`src/rtl/bus_arb_if.sv`:
```
// Bundle of the three master request ports, the shared slave-side bus and the halt outputs.
// The arbiter connects through the master modport; the surrounding environment uses the slave modport.
`ifndef RV32_DATA_WIDTH
`define RV32_DATA_WIDTH 32
`endif

interface bus_arb_if;

  logic                        i_jtag_req;
  logic                        i_jtag_we;
  logic [`RV32_DATA_WIDTH-1:0] i_jtag_addr;
  logic [`RV32_DATA_WIDTH-1:0] i_jtag_wdata;
  logic [3:0]                  i_jtag_be;
  logic                        o_jtag_ack;

  logic                        i_mem_req;
  logic                        i_mem_we;
  logic [`RV32_DATA_WIDTH-1:0] i_mem_addr;
  logic [`RV32_DATA_WIDTH-1:0] i_mem_wdata;
  logic [3:0]                  i_mem_be;
  logic                        o_mem_ack;

  logic                        i_if_req;
  logic                        i_if_we;
  logic [`RV32_DATA_WIDTH-1:0] i_if_addr;
  logic [`RV32_DATA_WIDTH-1:0] i_if_wdata;
  logic [3:0]                  i_if_be;
  logic                        o_if_ack;

  logic [`RV32_DATA_WIDTH-1:0] o_rdata;
  logic                        o_err;

  logic                        o_bus_req;
  logic                        o_bus_we;
  logic [31:0]                 o_bus_addr;
  logic [31:0]                 o_bus_wdata;
  logic [3:0]                  o_bus_be;
  logic                        i_bus_ack;
  logic [`RV32_DATA_WIDTH-1:0] i_bus_rdata;

  logic                        o_bus_mem_halt;
  logic                        o_bus_if_halt;

  modport master (
    input  i_jtag_req, i_jtag_we, i_jtag_addr, i_jtag_wdata, i_jtag_be,
    input  i_mem_req,  i_mem_we,  i_mem_addr,  i_mem_wdata,  i_mem_be,
    input  i_if_req,   i_if_we,   i_if_addr,   i_if_wdata,   i_if_be,
    input  i_bus_ack,  i_bus_rdata,
    output o_jtag_ack, o_mem_ack, o_if_ack,
    output o_rdata, o_err,
    output o_bus_req, o_bus_we, o_bus_addr, o_bus_wdata, o_bus_be,
    output o_bus_mem_halt, o_bus_if_halt
  );

  modport slave (
    output i_jtag_req, i_jtag_we, i_jtag_addr, i_jtag_wdata, i_jtag_be,
    output i_mem_req,  i_mem_we,  i_mem_addr,  i_mem_wdata,  i_mem_be,
    output i_if_req,   i_if_we,   i_if_addr,   i_if_wdata,   i_if_be,
    output i_bus_ack,  i_bus_rdata,
    input  o_jtag_ack, o_mem_ack, o_if_ack,
    input  o_rdata, o_err,
    input  o_bus_req, o_bus_we, o_bus_addr, o_bus_wdata, o_bus_be,
    input  o_bus_mem_halt, o_bus_if_halt
  );

endinterface

```
`src/rtl/bus_arb.sv`:
```
// Three-master single-slave bus arbiter: jtag has absolute priority, mem and if alternate,
// and a granted transaction is aborted with an error pulse if the slave never acknowledges.
module bus_arb #(
  parameter int unsigned TIMEOUT_CYCLES = 256
) (
  input  logic      i_clk,
  input  logic      i_rst_n,
  bus_arb_if.master bus
);

  typedef enum logic {
    S_IDLE,
    S_BUSY
  } state_t;

  typedef enum logic [1:0] {
    G_NONE,
    G_JTAG,
    G_MEM,
    G_IF
  } grant_t;

  localparam logic [15:0] LP_CNT_LAST = 16'(TIMEOUT_CYCLES - 1);

  state_t      r_state;
  state_t      w_state_nxt;
  grant_t      r_grant;
  grant_t      w_grant_nxt;
  logic        r_ptr_mem;
  logic        w_ptr_mem_nxt;
  logic [15:0] r_cnt;
  logic [15:0] w_cnt_nxt;
  logic        w_timeout;
  logic        w_done;

  always_ff @(posedge i_clk or negedge i_rst_n) begin
    if (!i_rst_n) begin
      r_state   <= S_IDLE;
      r_grant   <= G_NONE;
      r_ptr_mem <= 1'b1;
      r_cnt     <= '0;
    end else begin
      r_state   <= w_state_nxt;
      r_grant   <= w_grant_nxt;
      r_ptr_mem <= w_ptr_mem_nxt;
      r_cnt     <= w_cnt_nxt;
    end
  end

  always_comb begin
    w_state_nxt     = r_state;
    w_grant_nxt     = r_grant;
    w_ptr_mem_nxt   = r_ptr_mem;
    w_cnt_nxt       = r_cnt;
    w_timeout       = 1'b0;
    w_done          = 1'b0;
    bus.o_bus_req   = 1'b0;
    bus.o_bus_we    = 1'b0;
    bus.o_bus_addr  = '0;
    bus.o_bus_wdata = '0;
    bus.o_bus_be    = '0;
    bus.o_jtag_ack  = 1'b0;
    bus.o_mem_ack   = 1'b0;
    bus.o_if_ack    = 1'b0;
    bus.o_err       = 1'b0;
    bus.o_rdata     = '0;

    case (r_state)
      S_IDLE: begin
        // The pointer flips only when mem or if is served, so jtag traffic leaves the alternation intact.
        if (bus.i_jtag_req) begin
          w_grant_nxt = G_JTAG;
          w_state_nxt = S_BUSY;
          w_cnt_nxt   = '0;
        end else if (bus.i_mem_req && (!bus.i_if_req || r_ptr_mem)) begin
          w_grant_nxt   = G_MEM;
          w_ptr_mem_nxt = 1'b0;
          w_state_nxt   = S_BUSY;
          w_cnt_nxt     = '0;
        end else if (bus.i_if_req) begin
          w_grant_nxt   = G_IF;
          w_ptr_mem_nxt = 1'b1;
          w_state_nxt   = S_BUSY;
          w_cnt_nxt     = '0;
        end
      end

      S_BUSY: begin
        w_timeout     = !bus.i_bus_ack && (r_cnt == LP_CNT_LAST);
        w_done        = bus.i_bus_ack || w_timeout;
        bus.o_bus_req = !w_timeout;

        case (r_grant)
          G_JTAG: begin
            bus.o_bus_we    = bus.i_jtag_we;
            bus.o_bus_addr  = bus.i_jtag_addr;
            bus.o_bus_wdata = bus.i_jtag_wdata;
            bus.o_bus_be    = bus.i_jtag_be;
            bus.o_jtag_ack  = w_done;
          end
          G_MEM: begin
            bus.o_bus_we    = bus.i_mem_we;
            bus.o_bus_addr  = bus.i_mem_addr;
            bus.o_bus_wdata = bus.i_mem_wdata;
            bus.o_bus_be    = bus.i_mem_be;
            bus.o_mem_ack   = w_done;
          end
          G_IF: begin
            bus.o_bus_we    = bus.i_if_we;
            bus.o_bus_addr  = bus.i_if_addr;
            bus.o_bus_wdata = bus.i_if_wdata;
            bus.o_bus_be    = bus.i_if_be;
            bus.o_if_ack    = w_done;
          end
          default: begin
          end
        endcase

        bus.o_err   = w_timeout;
        bus.o_rdata = bus.i_bus_ack ? bus.i_bus_rdata : '0;
        w_cnt_nxt   = r_cnt + 16'd1;

        if (w_done) begin
          w_state_nxt = S_IDLE;
          w_grant_nxt = G_NONE;
          w_cnt_nxt   = '0;
        end
      end

      default: begin
        w_state_nxt = S_IDLE;
        w_grant_nxt = G_NONE;
      end
    endcase
  end

  assign bus.o_bus_mem_halt = bus.i_mem_req & ~bus.o_mem_ack;
  assign bus.o_bus_if_halt  = bus.i_if_req  & ~bus.o_if_ack;

endmodule

```
`src/flat_wrapper.sv`:
```
// flat-port wrapper written by rule: the top's interface ports become plain ports
module bus_arb_flat 
#(
  parameter int unsigned TIMEOUT_CYCLES = 256
)
  (i_clk, i_rst_n, bus_i_jtag_req, bus_i_jtag_we, bus_i_jtag_addr, bus_i_jtag_wdata, bus_i_jtag_be, bus_i_mem_req, bus_i_mem_we, bus_i_mem_addr, bus_i_mem_wdata, bus_i_mem_be, bus_i_if_req, bus_i_if_we, bus_i_if_addr, bus_i_if_wdata, bus_i_if_be, bus_i_bus_ack, bus_i_bus_rdata, bus_o_jtag_ack, bus_o_mem_ack, bus_o_if_ack, bus_o_rdata, bus_o_err, bus_o_bus_req, bus_o_bus_we, bus_o_bus_addr, bus_o_bus_wdata, bus_o_bus_be, bus_o_bus_mem_halt, bus_o_bus_if_halt);
  bus_arb_if bus_i ();
  input  logic i_clk;
  input  logic i_rst_n;
  input wire logic [$bits(bus_i.i_jtag_req)-1:0] bus_i_jtag_req;
  input wire logic [$bits(bus_i.i_jtag_we)-1:0] bus_i_jtag_we;
  input wire logic [$bits(bus_i.i_jtag_addr)-1:0] bus_i_jtag_addr;
  input wire logic [$bits(bus_i.i_jtag_wdata)-1:0] bus_i_jtag_wdata;
  input wire logic [$bits(bus_i.i_jtag_be)-1:0] bus_i_jtag_be;
  input wire logic [$bits(bus_i.i_mem_req)-1:0] bus_i_mem_req;
  input wire logic [$bits(bus_i.i_mem_we)-1:0] bus_i_mem_we;
  input wire logic [$bits(bus_i.i_mem_addr)-1:0] bus_i_mem_addr;
  input wire logic [$bits(bus_i.i_mem_wdata)-1:0] bus_i_mem_wdata;
  input wire logic [$bits(bus_i.i_mem_be)-1:0] bus_i_mem_be;
  input wire logic [$bits(bus_i.i_if_req)-1:0] bus_i_if_req;
  input wire logic [$bits(bus_i.i_if_we)-1:0] bus_i_if_we;
  input wire logic [$bits(bus_i.i_if_addr)-1:0] bus_i_if_addr;
  input wire logic [$bits(bus_i.i_if_wdata)-1:0] bus_i_if_wdata;
  input wire logic [$bits(bus_i.i_if_be)-1:0] bus_i_if_be;
  input wire logic [$bits(bus_i.i_bus_ack)-1:0] bus_i_bus_ack;
  input wire logic [$bits(bus_i.i_bus_rdata)-1:0] bus_i_bus_rdata;
  output wire logic [$bits(bus_i.o_jtag_ack)-1:0] bus_o_jtag_ack;
  output wire logic [$bits(bus_i.o_mem_ack)-1:0] bus_o_mem_ack;
  output wire logic [$bits(bus_i.o_if_ack)-1:0] bus_o_if_ack;
  output wire logic [$bits(bus_i.o_rdata)-1:0] bus_o_rdata;
  output wire logic [$bits(bus_i.o_err)-1:0] bus_o_err;
  output wire logic [$bits(bus_i.o_bus_req)-1:0] bus_o_bus_req;
  output wire logic [$bits(bus_i.o_bus_we)-1:0] bus_o_bus_we;
  output wire logic [$bits(bus_i.o_bus_addr)-1:0] bus_o_bus_addr;
  output wire logic [$bits(bus_i.o_bus_wdata)-1:0] bus_o_bus_wdata;
  output wire logic [$bits(bus_i.o_bus_be)-1:0] bus_o_bus_be;
  output wire logic [$bits(bus_i.o_bus_mem_halt)-1:0] bus_o_bus_mem_halt;
  output wire logic [$bits(bus_i.o_bus_if_halt)-1:0] bus_o_bus_if_halt;
  assign bus_i.i_jtag_req = bus_i_jtag_req;
  assign bus_i.i_jtag_we = bus_i_jtag_we;
  assign bus_i.i_jtag_addr = bus_i_jtag_addr;
  assign bus_i.i_jtag_wdata = bus_i_jtag_wdata;
  assign bus_i.i_jtag_be = bus_i_jtag_be;
  assign bus_i.i_mem_req = bus_i_mem_req;
  assign bus_i.i_mem_we = bus_i_mem_we;
  assign bus_i.i_mem_addr = bus_i_mem_addr;
  assign bus_i.i_mem_wdata = bus_i_mem_wdata;
  assign bus_i.i_mem_be = bus_i_mem_be;
  assign bus_i.i_if_req = bus_i_if_req;
  assign bus_i.i_if_we = bus_i_if_we;
  assign bus_i.i_if_addr = bus_i_if_addr;
  assign bus_i.i_if_wdata = bus_i_if_wdata;
  assign bus_i.i_if_be = bus_i_if_be;
  assign bus_i.i_bus_ack = bus_i_bus_ack;
  assign bus_i.i_bus_rdata = bus_i_bus_rdata;
  assign bus_o_jtag_ack = bus_i.o_jtag_ack;
  assign bus_o_mem_ack = bus_i.o_mem_ack;
  assign bus_o_if_ack = bus_i.o_if_ack;
  assign bus_o_rdata = bus_i.o_rdata;
  assign bus_o_err = bus_i.o_err;
  assign bus_o_bus_req = bus_i.o_bus_req;
  assign bus_o_bus_we = bus_i.o_bus_we;
  assign bus_o_bus_addr = bus_i.o_bus_addr;
  assign bus_o_bus_wdata = bus_i.o_bus_wdata;
  assign bus_o_bus_be = bus_i.o_bus_be;
  assign bus_o_bus_mem_halt = bus_i.o_bus_mem_halt;
  assign bus_o_bus_if_halt = bus_i.o_bus_if_halt;
  bus_arb #(.TIMEOUT_CYCLES(TIMEOUT_CYCLES)) u_core (.i_clk(i_clk), .i_rst_n(i_rst_n), .bus(bus_i));
endmodule
```
`config.mk`:
```
export PLATFORM = sky130hd
export DESIGN_NAME = bus_arb_flat
export DESIGN_NICKNAME = d
export VERILOG_FILES = /design/src/rtl/bus_arb_if.sv /design/src/rtl/bus_arb.sv /design/src/flat_wrapper.sv
export SDC_FILE = /design/constraint.sdc
export NUM_CORES = 1
export LEC_CHECK = 0
export BUFFER_PORTS_ARGS = -buffer_cell sky130_fd_sc_hd__buf_2
export CAP_MARGIN = 20
export CORE_AREA = 2 2 137 139
export CTS_BUF_LIST = sky130_fd_sc_hd__clkbuf_8
export CTS_CLUSTER_SIZE = 8
export DETAILED_ROUTE_END_ITERATION = 10
export DIE_AREA = 0 0 139 141
export PLACE_DENSITY = 0.52
export SETUP_SLACK_MARGIN = 0.02
export SLEW_MARGIN = 20
export SYNTH_ARGS = -nofsm -noshare
export SYNTH_HDL_FRONTEND = slang
export SYNTH_SLANG_ARGS = --single-unit
```
`constraint.sdc`:
```
create_clock -name i_clk -period 3.8 [get_ports i_clk]
set_input_delay 0.38 -clock i_clk [delete_from_list [all_inputs] [get_ports i_clk]]
set_output_delay 0.38 -clock i_clk [all_outputs]
set_load 0.1 [all_outputs]
```
Yosys cells after proc, flatten, opt, wreduce, memory -nomap -nowiden:

Cells that the tools add are included.

* flip-flop bits (word level): 20
* input bits: 245
* output and inout port bits: 108
* word-level logic and storage cells: 62

* add/sub/neg operators: 1
* equality and inequality tests: 6
* multiplexer cells: 35
* bitwise operators: 6
* reduce and logical (&&, ||, !) cells: 10

Operators with widths (count)
* $pmux W32 S3: 2
* $mux W32: 4
* $mux W16: 4
* $pmux W16 S2: 1
* $add A16 B1 Y16 const B: 1
* $eq A16 B8 Y1 const B: 1
* $mux W1: 15
* $pmux W4 S3: 1
* $mux W2: 4
* $eq A2 B2 Y1 const B: 2
* $mux W4: 1
* $ne A4 B3 Y1 const B: 1
* $not A1 Y1: 4
* $pmux W2 S2: 1
* $logic_not A1 Y1: 3
* $pmux W1 S3: 1
* $reduce_and A3 Y1: 1
* $and A1 B1 Y1: 2
* $eq A2 B1 Y1 const B: 1
* $logic_and A1 B1 Y1: 2
* $logic_or A1 B1 Y1: 2
* $ne A2 B2 Y1 const B: 1
* $pmux W1 S2: 1
* $reduce_and A2 Y1: 1
* $reduce_bool A2 Y1: 1

Depth between registers and ports, before layout:

Gate-level depths: netlist (run 1).

* word-level depth: 7
* mapped depth: 7
* mapped depth without buffers: 5

Worst setup path after synthesis (run 1):

Ideal clock, no wire load.

* path kind: reg-to-output
* from: register u_core.r_cnt[0]
* to: output port bus_o_bus_req
* arrival: 3.338 ns
* required time: 3.420 ns
* path slack: 0.082 ns
* stages on the path, launching flop included: 6
* buffers on the path: 1
* cells stage by stage: dfrtp_1 ha_1 and3_1 clkbuf_1 and4_1 a21boi_0

* longest elaborated chain between the ends: 4

Ends and longest elaborated chain
* start: declaration: line bus_arb.sv:31 `logic [15:0] r_cnt;`
* start signal: assignment: line bus_arb.sv:46 `r_cnt <= w_cnt_nxt;`
* $eq A16 B8 Y1: line bus_arb.sv:89 `w_timeout = !bus.i_bus_ack && (r_cnt == LP_CNT_LAST);`
* $logic_and A1 B1 Y1: line bus_arb.sv:89
* $logic_not A1 Y1: line bus_arb.sv:91 `bus.o_bus_req = !w_timeout;`
* $mux W1: line bus_arb.sv:68 `case (r_state)`
* end: declaration: line flat_wrapper.sv:32 `output wire logic [$bits(bus_i.o_bus_req)-1:0] bus_o_bus_req;`

Every way passes these cells.

Worst setup path in the final report (run 1):

* from: register u_core.r_grant[1]
* to: output port bus_o_bus_addr[14]

* longest elaborated chain between the ends: 3
* elaborated cells between the ends (all ways): 5
* those cells by class: 3 x eq/ne; 2 x mux

Ends and longest elaborated chain
* start: declaration: line bus_arb.sv:27 `grant_t r_grant;`
* start signal: assignment: line bus_arb.sv:44 `r_grant <= w_grant_nxt;`
* $eq A2 B2 Y1 or $eq A2 B1 Y1 (tied branches): line bus_arb.sv:93 `case (r_grant)`
* $pmux W32 S3 *: line bus_arb.sv:93
* $mux W32 *: line bus_arb.sv:68
* end: declaration: line flat_wrapper.sv:34 `output wire logic [$bits(bus_i.o_bus_addr)-1:0] bus_o_bus_addr;`

Mark *: on every way between the ends. The rest lies on a longest branch, timed or not.

==> flow_summary.json, run 1 <==
{
  "drc": 0,
  "clk_latency_ns": 0.26,
  "end_kind": "primary output",
  "slew_viol_final": 0,
  "pin_count": 353,
  "grt_pass1_wl_um": 22000,
  "grt_max_degree": 84,
  "via_count": 4546,
  "cpMaxStageDelayCell": "inv_2",
  "slew_headroom_pct": 37.2,
  "nNetsFinal": 1043,
  "wl_per_cell_um": 14.0,
  "fmax_mhz": 353,
  "drtAntennaViolNets": 0,
  "layout_min_cycle_time_ns": 2.83,
  "p_per_area_mw_per_mm2": 359,
  "avgSynthCellArea_um2": 6.81,
  "synth-edff-count": 0,
  "final_core_util_pct": 28.6,
  "cts_tree": "yes",
  "fin_hold_ws_ns": 0.0650,
  "die_h_um": 141,
  "rsz0062_at_grt": "no",
  "synthSimpleGateAreaFrac_pct": 37.0,
  "yosysWarnings": 0,
  "overflow": 0,
  "antenna_found_initial": 0,
  "port_buffers": 352,
  "grt_pass1_vias": 4414,
  "postPlaceCellArea_mm2": 0.00517,
  "synth_ff_type": "dfrtp_1",
  "p_leak_nw": 2.83,
  "yosysSeqAreaShare_pct": 15.5,
  "start_util_pct": 17.7,
  "clk_pin_slew_ns": 0.08,
  "finalWirelength_um": 14400,
  "die-area_mm2": 0.0196,
  "slowest_delay_ns": 0.68,
  "cp_max_fo": 51,
  "dr.pass1.iters": 4,
  "clockRootBuffer": "clkbuf_8",
  "synth_top_family_by_area": "simple AND/OR/NAND/NOR gates",
  "tns_ns": 0,
  "synth_area_mm2": 0.00323,
  "place_hpwl_um": 11500,
  "critPathKind": "flop to primary output",
  "die_w_um": 139,
  "diodes": 0,
  "cts_resized": 0,
  "synth_fa_ha_area_share_pct": 0.388,
  "hold_violations": 0,
  "outcome": "finished clean",
  "tightest_slew_ns": 0.942,
  "postCtsSetupRepairBufs": 0,
  "async_reset_ff_share_pct": 100,
  "drt_iter0_markers": 155,
  "ys_types": 40,
  "final.setup_skew_ns": 0.00451,
  "fin_crit_sh_pct": 74.5,
  "syn_to_final_growth_pct": 62.1,
  "min_path_type": "input pin to asynchronous set/reset pin",
  "finish.instance_area_mm2": 0.00523,
  "synth_compound_area_share_pct": 18.2,
  "cts_sinks": 20,
  "required_ns": 3.42,
  "crit_path_cell_trace": "inv_2 > buf_4 > nor2_1 > a21oi_1 > nor2b_1 > buf_2",
  "cts_buffer_depth": 2,
  "postCtsHoldBufs": 0,
  "synthXorXnorAreaFrac_pct": 0.543,
  "via_per_inst": 4.41,
  "cts_buffers": 3,
  "ys_ff_latch": 20,
  "cp_data_arrival_time_ns": 2.45,
  "core_area_mm2": 0.0183,
  "drv_cap": 0,
  "r2r_cells": 4,
  "syn_nets": 720,
  "power_mw": 1.88,
  "layout-drive-gt1-share_pct": 47.1,
  "syn_inst": 474,
  "h-tree-depth": 1,
  "gp_congestion": 0.842,
  "track_usage_pct": 13.4,
  "setup_viol": 0,
  "synth.area.mux_share_pct": 21.7,
  "cp-start-kind": "flop",
  "irDropWorstVdd_v": 0.000178,
  "rows": 50
}
per-stage QoR:
| stage | std cells | setup WS [ns] |
|---|---|---|
| finish | 1030 | 0.967 |
| global route | 1030 | 0.784 |
| CTS | 1030 | 0.905 |
| detailed placement | 1026 | 1.19 |
| global placement | 1026 | 1.18 |
| floorplan | 474 | 0.0819 |
critical path, delay by kind of cell (launching register included):
family / cells / cell delay (ns)
AO/OA/AOI/OAI: 1 / 0.17
buffers and inverters: 3 / 1.37
flip-flops: 1 / 0.45
AND/OR/NAND/NOR: 2 / 0.15
registers in the layout (all words and copies together) (netlist names):
| name | cells |
|---|---|
| u_core.r_state | 1 |
| u_core.r_ptr_mem | 1 |
| u_core.r_grant | 2 |
| u_core.r_cnt | 16 |
power by group:
part	leakage [nW]	internal [mW]	total (mW)	switching [mW]
clock	0.0288	0.0922	0.163	0.0706
combinational	2.54	0.344	1.46	1.12
sequential	0.267	0.226	0.253	0.0269
logic make-up after synthesis:
family,Yosys count
multiplexers,70
flip-flops,20
XOR/XNOR,2
adder cells (fa/ha/maj),1
AO/OA/AOI/OAI,108
buffers and inverters,50
AND/OR/NAND/NOR,223
layer usage:
| metal | vias up | track usage [%] | share of wire, % |
|---|---|---|---|
| met5 | - | 0 | 0 |
| met4 | 0 | 3.30 | 2.3 |
| met3 | 20 | 2.72 | 7.5 |
| met2 | 202 | 23.7 | 48 |
| met1 | 2020 | 16.6 | 42 |
| li1 | 2304 | - | - |
Yosys cell counts (all sizes together), types with 5 or more instances:
cell,count,area (um2)
mux2i,70,701
nor2b,70,438
buf,14,76.3
o22ai,7,43.8
nand2,15,56.3
o21ai,10,50.0
nand3,6,30.0
clkbuf,28,105
and3,36,231
a31oi,7,43.8
a21oi,74,370
nor2,76,285
and4,5,46.3
dfrtp,19,475
inv,8,30.0
placed cells by master (no fill, tap or decap), types with 2 or more instances in the layout:
| master | n |
|---|---|
| buf_2 | 352 |
| nor2_1 | 75 |
| a21oi_1 | 74 |
| mux2i_1 | 70 |
| nor2b_1 | 70 |
| and3_1 | 34 |
| dfrtp_1 | 17 |
| nand2_1 | 15 |
| o21ai_0 | 9 |
| buf_4 | 8 |
| inv_1 | 7 |
| a31oi_1 | 7 |
| o22ai_1 | 7 |
| nand3_1 | 6 |
| and4_1 | 4 |
| clkbuf_8 | 4 |
| nor4_1 | 3 |
| nor3_1 | 3 |
| o31ai_1 | 3 |
| nand4_1 | 3 |
| a21boi_0 | 2 |
| or4_1 | 2 |
| dfrtp_4 | 2 |
path summary, 6_finish.rpt:
check	from	to	slack (ns)
setup reg to reg	u_core.r_state	u_core.r_cnt[15]	1.76
max in group asynchronous	i_rst_n	u_core.r_grant[0]	3.37
min in group i_clk	bus_i_mem_req	u_core.r_ptr_mem	0.38
setup / recovery	u_core.r_grant[1]	bus_o_bus_addr[14]	0.97
hold reg to reg	u_core.r_cnt[6]	u_core.r_cnt[6]	0.50
hold / removal	i_rst_n	u_core.r_cnt[11]	0.07
cell type report:
type | instances | area [um2]
inverters | 8 | 30.0
fillers | 2049 | 13000
well taps | 234 | 293
flip-flops and latches | 20 | 509
repair buffers | 360 | 1820
multi-input cells | 404 | 2520
clock buffers | 4 | 55.1
Note: power is estimated with default switching activity, not from simulation.
==> inputs of run 2 (changes only) <==
--- a/config.mk
+++ b/config.mk
@@ -7,12 +7,12 @@
 export LEC_CHECK = 0
 export BUFFER_PORTS_ARGS = -buffer_cell sky130_fd_sc_hd__buf_2
 export CAP_MARGIN = 20
-export CORE_AREA = 2 2 137 139
+export CORE_AREA = 2 2 136 138
 export CTS_BUF_LIST = sky130_fd_sc_hd__clkbuf_8
 export CTS_CLUSTER_SIZE = 8
 export DETAILED_ROUTE_END_ITERATION = 10
-export DIE_AREA = 0 0 139 141
-export PLACE_DENSITY = 0.52
+export DIE_AREA = 0 0 138 140
+export PLACE_DENSITY = 0.55
 export SETUP_SLACK_MARGIN = 0.02
 export SLEW_MARGIN = 20
 export SYNTH_ARGS = -nofsm -noshare
==> constraint.sdc (replaced) <==
create_clock -name i_clk -period 2.6 [get_ports i_clk]
set_input_delay 0.26 -clock i_clk [delete_from_list [all_inputs] [get_ports i_clk]]
set_output_delay 0.26 -clock i_clk [all_outputs]
set_load 0.1 [all_outputs]
==> run 2 against run 1 <==
- worst setup slack got worse by 0.79 ns
- clock skew is 0.0012 ns lower
- sequential cell count unchanged
- critical endpoint is now bus_o_bus_mem_halt
- clock power up 48%
- utilization is 8.4 points higher
- via count rose by 1.3%
- count of clock-buffer cells in the layout did not move
- sequential power up 41%
- first-iteration DRC count is 19% higher
- largest cell class is now non-clock buffers
- combinational power grew 87%
==> flow_summary.json, run 2 (synthesis results as in run 1) <==
{
  "cp-start-kind": "flop",
  "h-tree-depth": 1,
  "drv_cap": 0,
  "largest_registers": "u_core.r_cnt x16, u_core.r_grant x2",
  "antenna_found_initial": 5,
  "cts_buffer_depth": 2,
  "postCtsSetupRepairBufs": 0,
  "overflow": 0,
  "worstHoldStart": "bus_i_mem_req",
  "r2r_slack_ns": 0.68,
  "p_per_area_mw_per_mm2": 505,
  "r2r_cells": 6,
  "critPathKind": "flop to primary output",
  "final_common_cell": "buf_2",
  "grt_pass1_vias": 4399,
  "drc": 0,
  "grt_max_degree": 86,
  "place_inst": 1022,
  "port_buffers": 352,
  "p_leak_nw": 3.20,
  "cp_data_arrival_time_ns": 2.17,
  "r2r-end": "u_core.r_cnt[6]",
  "via_count": 4607,
  "wl_per_cell_um": 16.0,
  "die_w_um": 138,
  "min_path_cells": 2,
  "path_buf_inv": 1,
  "drtAntennaViolNets": 0,
  "end_kind": "primary output",
  "min_to": "u_core.r_ptr_mem",
  "fmax_mhz": 412,
  "cts_buffers": 3,
  "fin_crit_sh_pct": 93.3,
  "gp_congestion": 0.849,
  "setup_viol": 0,
  "cp_max_fo": 8,
  "nNetsFinal": 1045,
  "core_area_mm2": 0.0178,
  "stdcell_count": 1032,
  "min_path_type": "input pin to flop",
  "dr.pass1.iters": 4,
  "start_util_pct": 18.1,
  "rr_startpoint": "u_core.r_cnt[0]",
  "slowest_delay_ns": 0.42,
  "cts_sinks": 20,
  "die_h_um": 140,
  "drt_iter0_markers": 185,
  "die-area_mm2": 0.0193,
  "layout_min_cycle_time_ns": 2.43,
  "clk_latency_ns": 0.26,
  "rsz0062_at_grt": "no",
  "path_delay_family": "compound AO/OA/AOI/OAI gates",
  "tightest_slew_ns": 0.504,
  "required_ns": 2.34,
  "fin_hold_ws_ns": 0.303,
  "layout_common_cells": "279 x buf_2, 76 x buf_12, 74 x nor2_1, 74 x a21oi_1, 70 x mux2i_1",
  "final_core_util_pct": 37.1,
  "outcome": "finished clean",
  "slew_viol_final": 0,
  "crit_path_cell_trace": "ha_1 > and3_2 > and4_1 > o21ai_2 > o31a_1 > buf_12",
  "power_mw": 3.33,
  "cpMaxStageDelayCell": "dfrtp_1",
  "largest_reg_flops": 16,
  "grt_pass1_wl_um": 25100,
  "slew_headroom_pct": 66.6,
  "irDropWorstVdd_v": 0.000227,
  "hold_violations": 0,
  "pin_count": 353,
  "final.setup_skew_ns": 0.00333,
  "crit_cells": 6,
  "clockRootBuffer": "clkbuf_8",
  "finalWirelength_um": 16600,
  "layout-drive-gt1-share_pct": 56.6,
  "syn_to_final_growth_pct": 104,
  "cts_tree": "yes",
  "via_per_inst": 4.46,
  "clk_pin_slew_ns": 0.07,
  "place_hpwl_um": 13800,
  "rows": 49,
  "track_usage_pct": 16.1,
  "regMostFlops": "u_core.r_cnt"
}
## run 2: stage by stage
step	setup slack (ns)	TNS [ns]	cell area, um2
4_1_cts	0.159	0	6580
2_1_floorplan	-0.258	-0.641	3430
6_report	0.175	0	6590
5_1_grt	0.0602	0	6590
3_3_place_gp	0.300	0	6500
3_5_place_dp	0.280	0	6500
## run 2: layout make-up
class | instances | area, um2
Sequential cell | 20 | 507
Antenna cell | 5 | 12.5
Inverter | 8 | 30.0
Clock buffer | 4 | 55.1
Multi-Input combinational cell | 404 | 2730
Timing Repair Buffer | 362 | 2970
Fill cell | 1822 | 11200
Tap cell | 229 | 287
## run 2: worst max path at each step
stage                                     to             from
after floorplan                bus_o_bus_req  u_core.r_cnt[0]
after global placement         bus_o_mem_ack  u_core.r_cnt[0]
after detailed placement       bus_o_mem_ack  u_core.r_cnt[0]
after CTS                 bus_o_bus_mem_halt  u_core.r_cnt[0]
after global routing      bus_o_bus_mem_halt  u_core.r_cnt[8]
final                     bus_o_bus_mem_halt  u_core.r_cnt[0]
## run 2: layer usage
metal  up-vias  routed length, um  GRT usage, %
li1       2318                  -             -
met1      2068               6440          19.0
met2       207               8690          30.1
met3        14               1080          2.70
met4         0                352          4.62
met5         -                  0             0
## run 2: timing repair
item / 4_1_cts / 5_1_grt
hold endpoints to repair: 19 / 0
hold buffers: 1 / 0
setup endpoints to repair: 3 / 1
gates resized for setup: 3 / 1
## run 2: where the power goes
group	internal, mW	switching, mW
registers	0.330	0.0262
clock network	0.135	0.106
logic	0.951	1.78
total	1.42	1.91
==> inputs of run 3 (changes only) <==
--- a/config.mk
+++ b/config.mk
@@ -7,12 +7,14 @@
 export LEC_CHECK = 0
 export BUFFER_PORTS_ARGS = -buffer_cell sky130_fd_sc_hd__buf_2
 export CAP_MARGIN = 20
-export CORE_AREA = 2 2 136 138
+export CELL_PAD_IN_SITES_DETAIL_PLACEMENT = 1
+export CELL_PAD_IN_SITES_GLOBAL_PLACEMENT = 1
+export CORE_AREA = 2 2 138 140
 export CTS_BUF_LIST = sky130_fd_sc_hd__clkbuf_8
 export CTS_CLUSTER_SIZE = 8
 export DETAILED_ROUTE_END_ITERATION = 10
-export DIE_AREA = 0 0 138 140
-export PLACE_DENSITY = 0.55
+export DIE_AREA = 0 0 140 142
+export PLACE_DENSITY = 0.77
 export SETUP_SLACK_MARGIN = 0.02
 export SLEW_MARGIN = 20
 export SYNTH_ARGS = -nofsm -noshare
==> run 3 against run 2 <==
- the run now ends with DRC left
- cell area about the same
- routed wire length rose by 4.5%
- critical path depth stayed put
- sequential cell count is the same
- clock power is 5% higher
- fmax fell by 1.8%
- first-iteration DRC count fell by 21%
- critical path type unchanged
- largest cell class unchanged
- highest routed layer is now met5
==> flow_summary.json, run 3 (synthesis results as in run 1) <==
{
  "clk_latency_ns": 0.27,
  "grt_pass1_vias": 4859,
  "start_util_pct": 17.5,
  "layout_min_cycle_time_ns": 2.47,
  "layout-drive-gt1-share_pct": 56.6,
  "drt_iter0_markers": 146,
  "largest_reg_flops": 16,
  "failed_checks": "DRC",
  "via_per_inst": 4.56,
  "place_hpwl_um": 14400,
  "min_path_type": "input pin to flop",
  "critPathKind": "flop to primary output",
  "cp_data_arrival_time_ns": 2.21,
  "track_usage_pct": 16.2,
  "cts_buffers": 3,
  "largest_registers": "u_core.r_cnt x16, u_core.r_grant x2",
  "rows": 50,
  "grt_pass1_wl_um": 26000,
  "layout_common_cells": "279 x buf_2, 75 x buf_12, 74 x nor2_1, 74 x a21oi_1, 70 x mux2i_1",
  "nNetsFinal": 1047,
  "r2r_cells": 6,
  "required_ns": 2.34,
  "clk_pin_slew_ns": 0.08,
  "p_leak_nw": 3.20,
  "fmax_mhz": 405,
  "grt_max_degree": 70,
  "stdcell_count": 1035,
  "setup_viol": 0,
  "final.setup_skew_ns": 0.00585,
  "cts_sinks": 20,
  "core_area_mm2": 0.0185,
  "drv_cap": 0,
  "slew_viol_final": 0,
  "pin_count": 353,
  "dr.pass1.iters": 8,
  "finalWirelength_um": 17300,
  "cts_buffer_depth": 2,
  "hold_violations": 0,
  "gp_congestion": 0.856,
  "antenna_found_initial": 3,
  "place_inst": 1029,
  "tightest_slew_ns": 0.505,
  "slew_headroom_pct": 66.4,
  "rsz0062_at_grt": "no",
  "fin_crit_sh_pct": 95.0,
  "die-area_mm2": 0.0199,
  "drc": 7,
  "finish.instance_area_mm2": 0.00659,
  "syn_to_final_growth_pct": 104,
  "die_w_um": 140,
  "clockRootBuffer": "clkbuf_8",
  "regMostFlops": "u_core.r_cnt",
  "cp-endpoint": "bus_o_bus_mem_halt",
  "cts_tree": "yes",
  "n_fill_cell": 2264,
  "overflow": 0,
  "via_count": 4723,
  "rr_startpoint": "u_core.r_cnt[0]",
  "h-tree-depth": 1,
  "layout_setup_ws_ns": 0.131,
  "cp-start-kind": "flop",
  "port_buffers": 352,
  "final_common_cell": "buf_2",
  "wl_per_cell_um": 16.7,
  "startpoint": "u_core.r_cnt[0]",
  "outcome": "finished with violations",
  "r2r_slack_ns": 0.62,
  "p_per_area_mw_per_mm2": 508,
  "cp_max_fo": 8,
  "post-place-ws_ns": 0.276,
  "postPlaceCellArea_mm2": 0.00652,
  "drtAntennaViolNets": 0,
  "r2r-end": "u_core.r_cnt[4]",
  "end_kind": "primary output",
  "die_h_um": 142,
  "irDropWorstVdd_v": 0.000199
}
run 3: cell count changes in the layout (fill, tap and decap cells not counted):
cell	change
diode_2	-4
a21boi_0	-1
and3_1	+1
and3_2	-1
a21boi_1	+1
buf_4	+3
buf_12	-1
run 3: area by class of cell:
class / instances / area (um2) / area share [%]
Sequential cell: 20 / 507 / 7.69
Timing Repair Buffer: 364 / 2980 / 45.1
Inverter: 8 / 30.0 / 0.456
Clock buffer: 4 / 55.1 / 0.835
Tap cell: 234 / 293 / 4.44
Antenna cell: 1 / 2.50 / 0.0380
Multi-Input combinational cell: 404 / 2730 / 41.4
run 3: routing by layer:
layer	vias up	GRT usage, %	wire, um	share of wire [%]
met5	-	0	13	0.075
met4	2	3.93	440	2.5
met3	30	2.86	1030	5.9
met2	182	31.2	9350	54
met1	2191	18.5	6460	37
li1	2318	-	-	-
run 3: through the flow:
step           hold WS [ns]  setup TNS, ns  total power [mW]  utilization, %
5_1_grt               0.313              0              3.48            35.7
6_report              0.294              0              3.35            35.7
3_5_place_dp          0.249              0              3.12            35.3
2_1_floorplan       -0.0356         -0.641              2.14               -
4_1_cts               0.302              0              3.38            35.7
3_3_place_gp          0.240              0              3.09            35.3
run 3: repair_timing:
| item | 4_1_cts | 5_1_grt |
|---|---|---|
| setup buffers | 0 | 0 |
| endpoints found under the hold margin | 19 | 0 |
| hold buffers | 1 | 0 |
| setup endpoints to repair | 2 | 1 |
| gates resized for setup | 2 | 1 |
run 3: critical path, stage by stage, from the launching register on:
cell	delay (ns)
dfrtp_1	0.42
ha_1	0.22
and3_1	0.34
and4_1	0.32
o21ai_2	0.14
o31a_1	0.32
buf_12	0.18
run 3: report_power, final:
part	internal [mW]	switching, mW
registers	0.330	0.0335
logic	0.947	1.79
clock network	0.135	0.116
run 3: worst min-delay path by stage:
| stage | start | endpoint | cells after the start |
|---|---|---|---|
| 3_5_place_dp | i_rst_n | u_core.r_cnt[7] | 1 |
| 6_report | bus_i_mem_req | u_core.r_ptr_mem | 2 |
| 3_3_place_gp | i_rst_n | u_core.r_cnt[7] | 1 |
| 4_1_cts | bus_i_mem_req | u_core.r_ptr_mem | 2 |
| 2_1_floorplan | i_rst_n | u_core.r_cnt[0] | 0 |
| 5_1_grt | bus_i_mem_req | u_core.r_ptr_mem | 2 |
